`src/rtl/bus_arb_pkg.sv`:
```
// Shared types and constants for the bus_rw_arbiter block.
// State encoding, R_nW polarity and bus output-enable patterns.
package bus_arb_pkg;

    typedef enum logic [1:0] {
        S_IDLE = 2'd0,
        S_XFER = 2'd1,
        S_DONE = 2'd2
    } state_t;

    localparam logic R_NW_READ  = 1'b1;
    localparam logic R_NW_WRITE = 1'b0;

    // Sized for the widest supported bus; users slice [DW-1:0].
    localparam int              MAX_DW     = 64;
    localparam logic [MAX_DW-1:0] OE_DRIVE   = {MAX_DW{1'b1}};
    localparam logic [MAX_DW-1:0] OE_RELEASE = {MAX_DW{1'b0}};

endpackage

```
`src/rtl/bus_rw_arbiter_rr_pick.sv`:
```
// Combinational round-robin selector: first set request at or above ptr, wrapping.
module rr_pick
    import bus_arb_pkg::*;
#(
    parameter int NREQ = 4,
    parameter int PW   = (NREQ > 1) ? $clog2(NREQ) : 1
) (
    input  logic [NREQ-1:0] req,
    input  logic [PW-1:0]   ptr,
    output logic            valid,
    output logic [PW-1:0]   idx
);

    // Walk offsets from farthest to nearest so the closest requester overwrites.
    always_comb begin
        valid = |req;
        idx   = '0;
        for (int k = NREQ - 1; k >= 0; k--) begin
            if (req[(int'(ptr) + k) % NREQ]) begin
                idx = PW'((int'(ptr) + k) % NREQ);
            end
        end
    end

endmodule

```
`src/rtl/bus_rw_arbiter.sv`:
```
// Round-robin sequencer sharing a tri-state R/W* register among NREQ requesters.
// Optional per-requester grant counters enabled by macro BUS_ARB_STATS_EN.
module bus_rw_arbiter
    import bus_arb_pkg::*;
#(
    parameter int NREQ = 4,
    parameter int DW   = 8
) (
    input  logic                 clk,
    input  logic                 rst,
    input  logic [NREQ-1:0]      req,
    input  logic [NREQ-1:0]      we,
    input  logic [NREQ*DW-1:0]   wdata,
    output logic [NREQ-1:0]      gnt,
    output logic                 done,
    output logic [DW-1:0]        rdata,
    output logic                 busy,
    output logic                 r_nw,
    output logic [DW-1:0]        bus_out,
    output logic [DW-1:0]        bus_oe,
    input  logic [DW-1:0]        bus_in,
    output logic [NREQ*DW-1:0]   stat_cnt
);

    localparam int PW = (NREQ > 1) ? $clog2(NREQ) : 1;

    state_t        state;
    logic [PW-1:0] ptr;
    logic [PW-1:0] idx_q;
    logic          we_q;
    logic          pick_valid;
    logic [PW-1:0] pick_idx;

    rr_pick #(
        .NREQ (NREQ),
        .PW   (PW)
    ) u_pick (
        .req   (req),
        .ptr   (ptr),
        .valid (pick_valid),
        .idx   (pick_idx)
    );

    // bus_out doubles as the latched write data, so it is only loaded at grant.
    always_ff @(posedge clk) begin
        if (rst) begin
            state   <= S_IDLE;
            ptr     <= '0;
            idx_q   <= '0;
            we_q    <= 1'b0;
            gnt     <= '0;
            done    <= 1'b0;
            rdata   <= '0;
            busy    <= 1'b0;
            r_nw    <= R_NW_READ;
            bus_out <= '0;
            bus_oe  <= OE_RELEASE[DW-1:0];
        end else begin
            done <= 1'b0;
            case (state)
                S_IDLE: begin
                    if (pick_valid) begin
                        state <= S_XFER;
                        idx_q <= pick_idx;
                        we_q  <= we[pick_idx];
                        gnt   <= NREQ'(1) << pick_idx;
                        busy  <= 1'b1;
                        if (we[pick_idx]) begin
                            r_nw    <= R_NW_WRITE;
                            bus_oe  <= OE_DRIVE[DW-1:0];
                            bus_out <= wdata[pick_idx*DW +: DW];
                        end else begin
                            r_nw   <= R_NW_READ;
                            bus_oe <= OE_RELEASE[DW-1:0];
                        end
                    end
                end
                S_XFER: begin
                    state  <= S_DONE;
                    r_nw   <= R_NW_READ;
                    bus_oe <= OE_RELEASE[DW-1:0];
                    done   <= 1'b1;
                    if (!we_q) begin
                        rdata <= bus_in;
                    end
                end
                S_DONE: begin
                    state <= S_IDLE;
                    gnt   <= '0;
                    busy  <= 1'b0;
                    ptr   <= (idx_q == PW'(NREQ - 1)) ? '0 : idx_q + 1'b1;
                end
                default: begin
                    state <= S_IDLE;
                end
            endcase
        end
    end

`ifdef BUS_ARB_STATS_EN
    logic [DW-1:0] cnt [NREQ];

    // Counters bump as each transaction retires and stick at all-ones.
    always_ff @(posedge clk) begin
        if (rst) begin
            for (int i = 0; i < NREQ; i++) begin
                cnt[i] <= '0;
            end
        end else if (state == S_DONE && cnt[idx_q] != {DW{1'b1}}) begin
            cnt[idx_q] <= cnt[idx_q] + 1'b1;
        end
    end

    for (genvar g = 0; g < NREQ; g++) begin : g_stat
        assign stat_cnt[g*DW +: DW] = cnt[g];
    end
`else
    assign stat_cnt = '0;
`endif

endmodule
```
`config.mk`:
```
export PLATFORM = sky130hd
export DESIGN_NAME = bus_rw_arbiter
export DESIGN_NICKNAME = d
export VERILOG_FILES = /design/src/rtl/bus_arb_pkg.sv /design/src/rtl/bus_rw_arbiter_rr_pick.sv /design/src/rtl/bus_rw_arbiter.sv
export SDC_FILE = /design/constraint.sdc
export NUM_CORES = 1
export LEC_CHECK = 0
export ABC_CLOCK_PERIOD_IN_PS = 4200
export BUFFER_PORTS_ARGS = -buffer_cell sky130_fd_sc_hd__clkbuf_2
export CAP_MARGIN = 30
export CORE_UTILIZATION = 40
export DETAILED_ROUTE_END_ITERATION = 6
export GPL_ROUTABILITY_DRIVEN = 0
export HOLD_SLACK_MARGIN = 0.12
export PLACE_DENSITY = 0.72
export SLEW_MARGIN = 30
export SYNTH_ARGS = -nofsm -noshare
export SYNTH_HDL_FRONTEND = slang
export SYNTH_SLANG_ARGS = --single-unit
```
`constraint.sdc`:
```
create_clock -name clk -period 4.2 [get_ports clk]
set_input_delay 0.42 -clock clk [delete_from_list [all_inputs] [get_ports clk]]
set_output_delay 0.42 -clock clk [all_outputs]
set_load 0.005 [all_outputs]
```
==> qor.csv <==
metric,value,unit
Max Root-Sink Buffers,2,
Peak VDD IR,0.000146,V
Routed Antenna Nets,0,
Root Driver,clkbuf_8,
Post-Route Setup TNS,0,ns
Syn Area/Cell,8.48,um^2
most frequent cells in the layout,"clkbuf_2 (80), conb_1 (32), dfxtp_1 (31)",
Die W,70.0,um
Port Buf Inserts,80,
Starting DRT DRC Count,65,
total wire length,4190,um
Hold Slack,0.359,ns
yosys warns,0,
largest net degree at the start of global routing,27,
Core Footprint,4380,um^2
clk_lat worst skew,0.28,ns
"Req. time, crit path",4.43,ns
drt first pass iters,4,
Tot GR Track Use,0.171,
synth-to-layout area growth,17.5,%
Worst-Margin Slew,0.725,ns
Critical Path Source Type,flip-flop,
Crit Path Category,reg2reg,
Pwr Total,0.753,mW
Yosys reg bits,31,
DP Area,2090,um^2
Final HPWL DP,3180,um
Worst slew margin,0.513,
hold buffer count at cts,0,
vias in the first global route,1540,
setup violators final,0,
global route overflow,0,
Via density,5.18,
M1 WL,1830,um
Setup Slack @ Placement,1.59,ns
CTS tree,done,
post-synth top area share,0.336,
final setup margin,1.80,ns
critical path arrival,2.63,ns
DRC Markers,0,
Hold WC Path Type,in2reg,
initial antenna violation count,0,
cells on worst reg2reg path,6,
IO Count,113,
Setup Buffers After CTS,0,
Worst Path Max Fanout,22,
fraction of layout cells with a size suffix above 1,0.330,
fin nets,336,
top routing layer in use,met4,
Core Rows,24,
Cell variety after synth,37,
Main synth FF type,dfxtp_1,
fin util,0.496,
Fillers,436,
die height,70.0,um
fin crit period,2.40,ns
fin area,2170,um^2
clock transition at the registers of the reported paths,0.06,ns
"area leader, netlist",dfxtp_1,
power density cells,346,nW/um^2
Tcrit/Tclk final,0.572,
multi-input logic area,981,um^2
outcome,finished clean,
clock sink total,31,
Post-Syn Area,1850,um^2
die area,4900,um^2
"Async S/R FF share, synth",0,
Fin. Hold Viols,0,
worst hold stages,3,
register area share after synthesis,0.336,
CTS H-tree depth,2,
unrepaired setup endpoints after global routing,false,
leak pwr,1.10,nW
"EDFF count, synth",0,
"commonest non-fill, non-tap cell in the layout",clkbuf_2,
ANT cells,0,
skew final,0.00678,ns
cts repair resizes,0,
maximum clock rate,0.416,GHz
Final Non-Filler Cells,337,
max-slew violations,0,
number of CTS-inserted buffers,5,
WL/cell,12.4,um
Synth area leaders,"dfxtp_1 (34%), buf_4 (17%), a211oi_1 (6.5%)",
WL met3,252,um
Detail Route met2 WL,2040,um
total number of vias,1746,
CP Capture Type,flip-flop,
Register Area,621,um^2
placed cells,330,
global-route wire length before repair,6780,um
max-cap violations,0,
Mapped Cells,218,
Starting Density,0.422,
-- Yosys cell counts (all sizes together), types with 2 or more instances --
| master | instances |
|---|---|
| nand2b | 2 |
| and3 | 17 |
| nand2 | 17 |
| nor2b | 3 |
| nor3 | 5 |
| buf | 42 |
| a211o | 2 |
| a32o | 4 |
| dfxtp | 31 |
| nor2 | 11 |
| a31oi | 2 |
| a2111oi | 8 |
| clkbuf | 11 |
| a211oi | 16 |
| nand3 | 2 |
| a21oi | 13 |
| o21ai | 9 |
| a41o | 8 |
-- power breakdown --
| part | internal [mW] | leakage, nW | switching [mW] |
|---|---|---|---|
| Combinational | 0.0814 | 0.800 | 0.0979 |
| Clock | 0.128 | 0.0470 | 0.103 |
| Sequential | 0.322 | 0.254 | 0.0200 |
| Total | 0.532 | 1.10 | 0.221 |
-- layer usage --
metal	vias up	GRT usage
met5	-	0
met4	0	0.0622
met3	8	0.0433
met2	73	0.292
met1	794	0.208
li1	871	-
-- cells by family (layout without fill, tap and decap cells) --
family                     Yosys count  after routing  share of synthesized area
adders and majority gates            1              1                    0.00676
buffers and inverters               54             90                      0.197
and+or+nand+nor                     63             63                      0.179
muxes                                1              1                    0.00541
DFF                                 31             31                      0.336
AOI/OAI and AO/OA                   67             67                      0.274
other                                1             32                    0.00203
-- state kept, by name (all words and copies together), names as in the netlist --
| signal | cells |
|---|---|
| rdata | 8 |
| we_q | 1 |
| bus_oe | 1 |
| idx_q | 2 |
| state | 2 |
| done | 1 |
| gnt | 4 |
| ptr | 2 |
| busy | 1 |
| bus_out | 8 |
| r_nw | 1 |
-- area by class of cell --
type	instances	area share
Sequential cell	31	0.286
Multi-Input combinational cell	164	0.451
Timing Repair Buffer	82	0.191
Tap cell	52	0.0299
Inverter	1	0.00173
Clock buffer	6	0.0380
Clock inverter	1	0.00230
-- final timing paths --
check	startpoint	endpoint	slack, ns
min reg2reg	busy	busy	0.45
min	bus_in[1]	rdata[1]	0.36
max	ptr[0]	bus_out[2]	1.80
max reg2reg	ptr[0]	bus_out[2]	1.80
-- worst max-delay path, cell delays in order (launching register included) --
cell and delay (ns):
dfxtp_1 0.36, nor2b_1 0.08, or4b_4 0.65, a21bo_1 0.26, a211o_4 0.42, a2111oi_0 0.45
a41o_1 0.14
(Power assumes the default switching activity.)
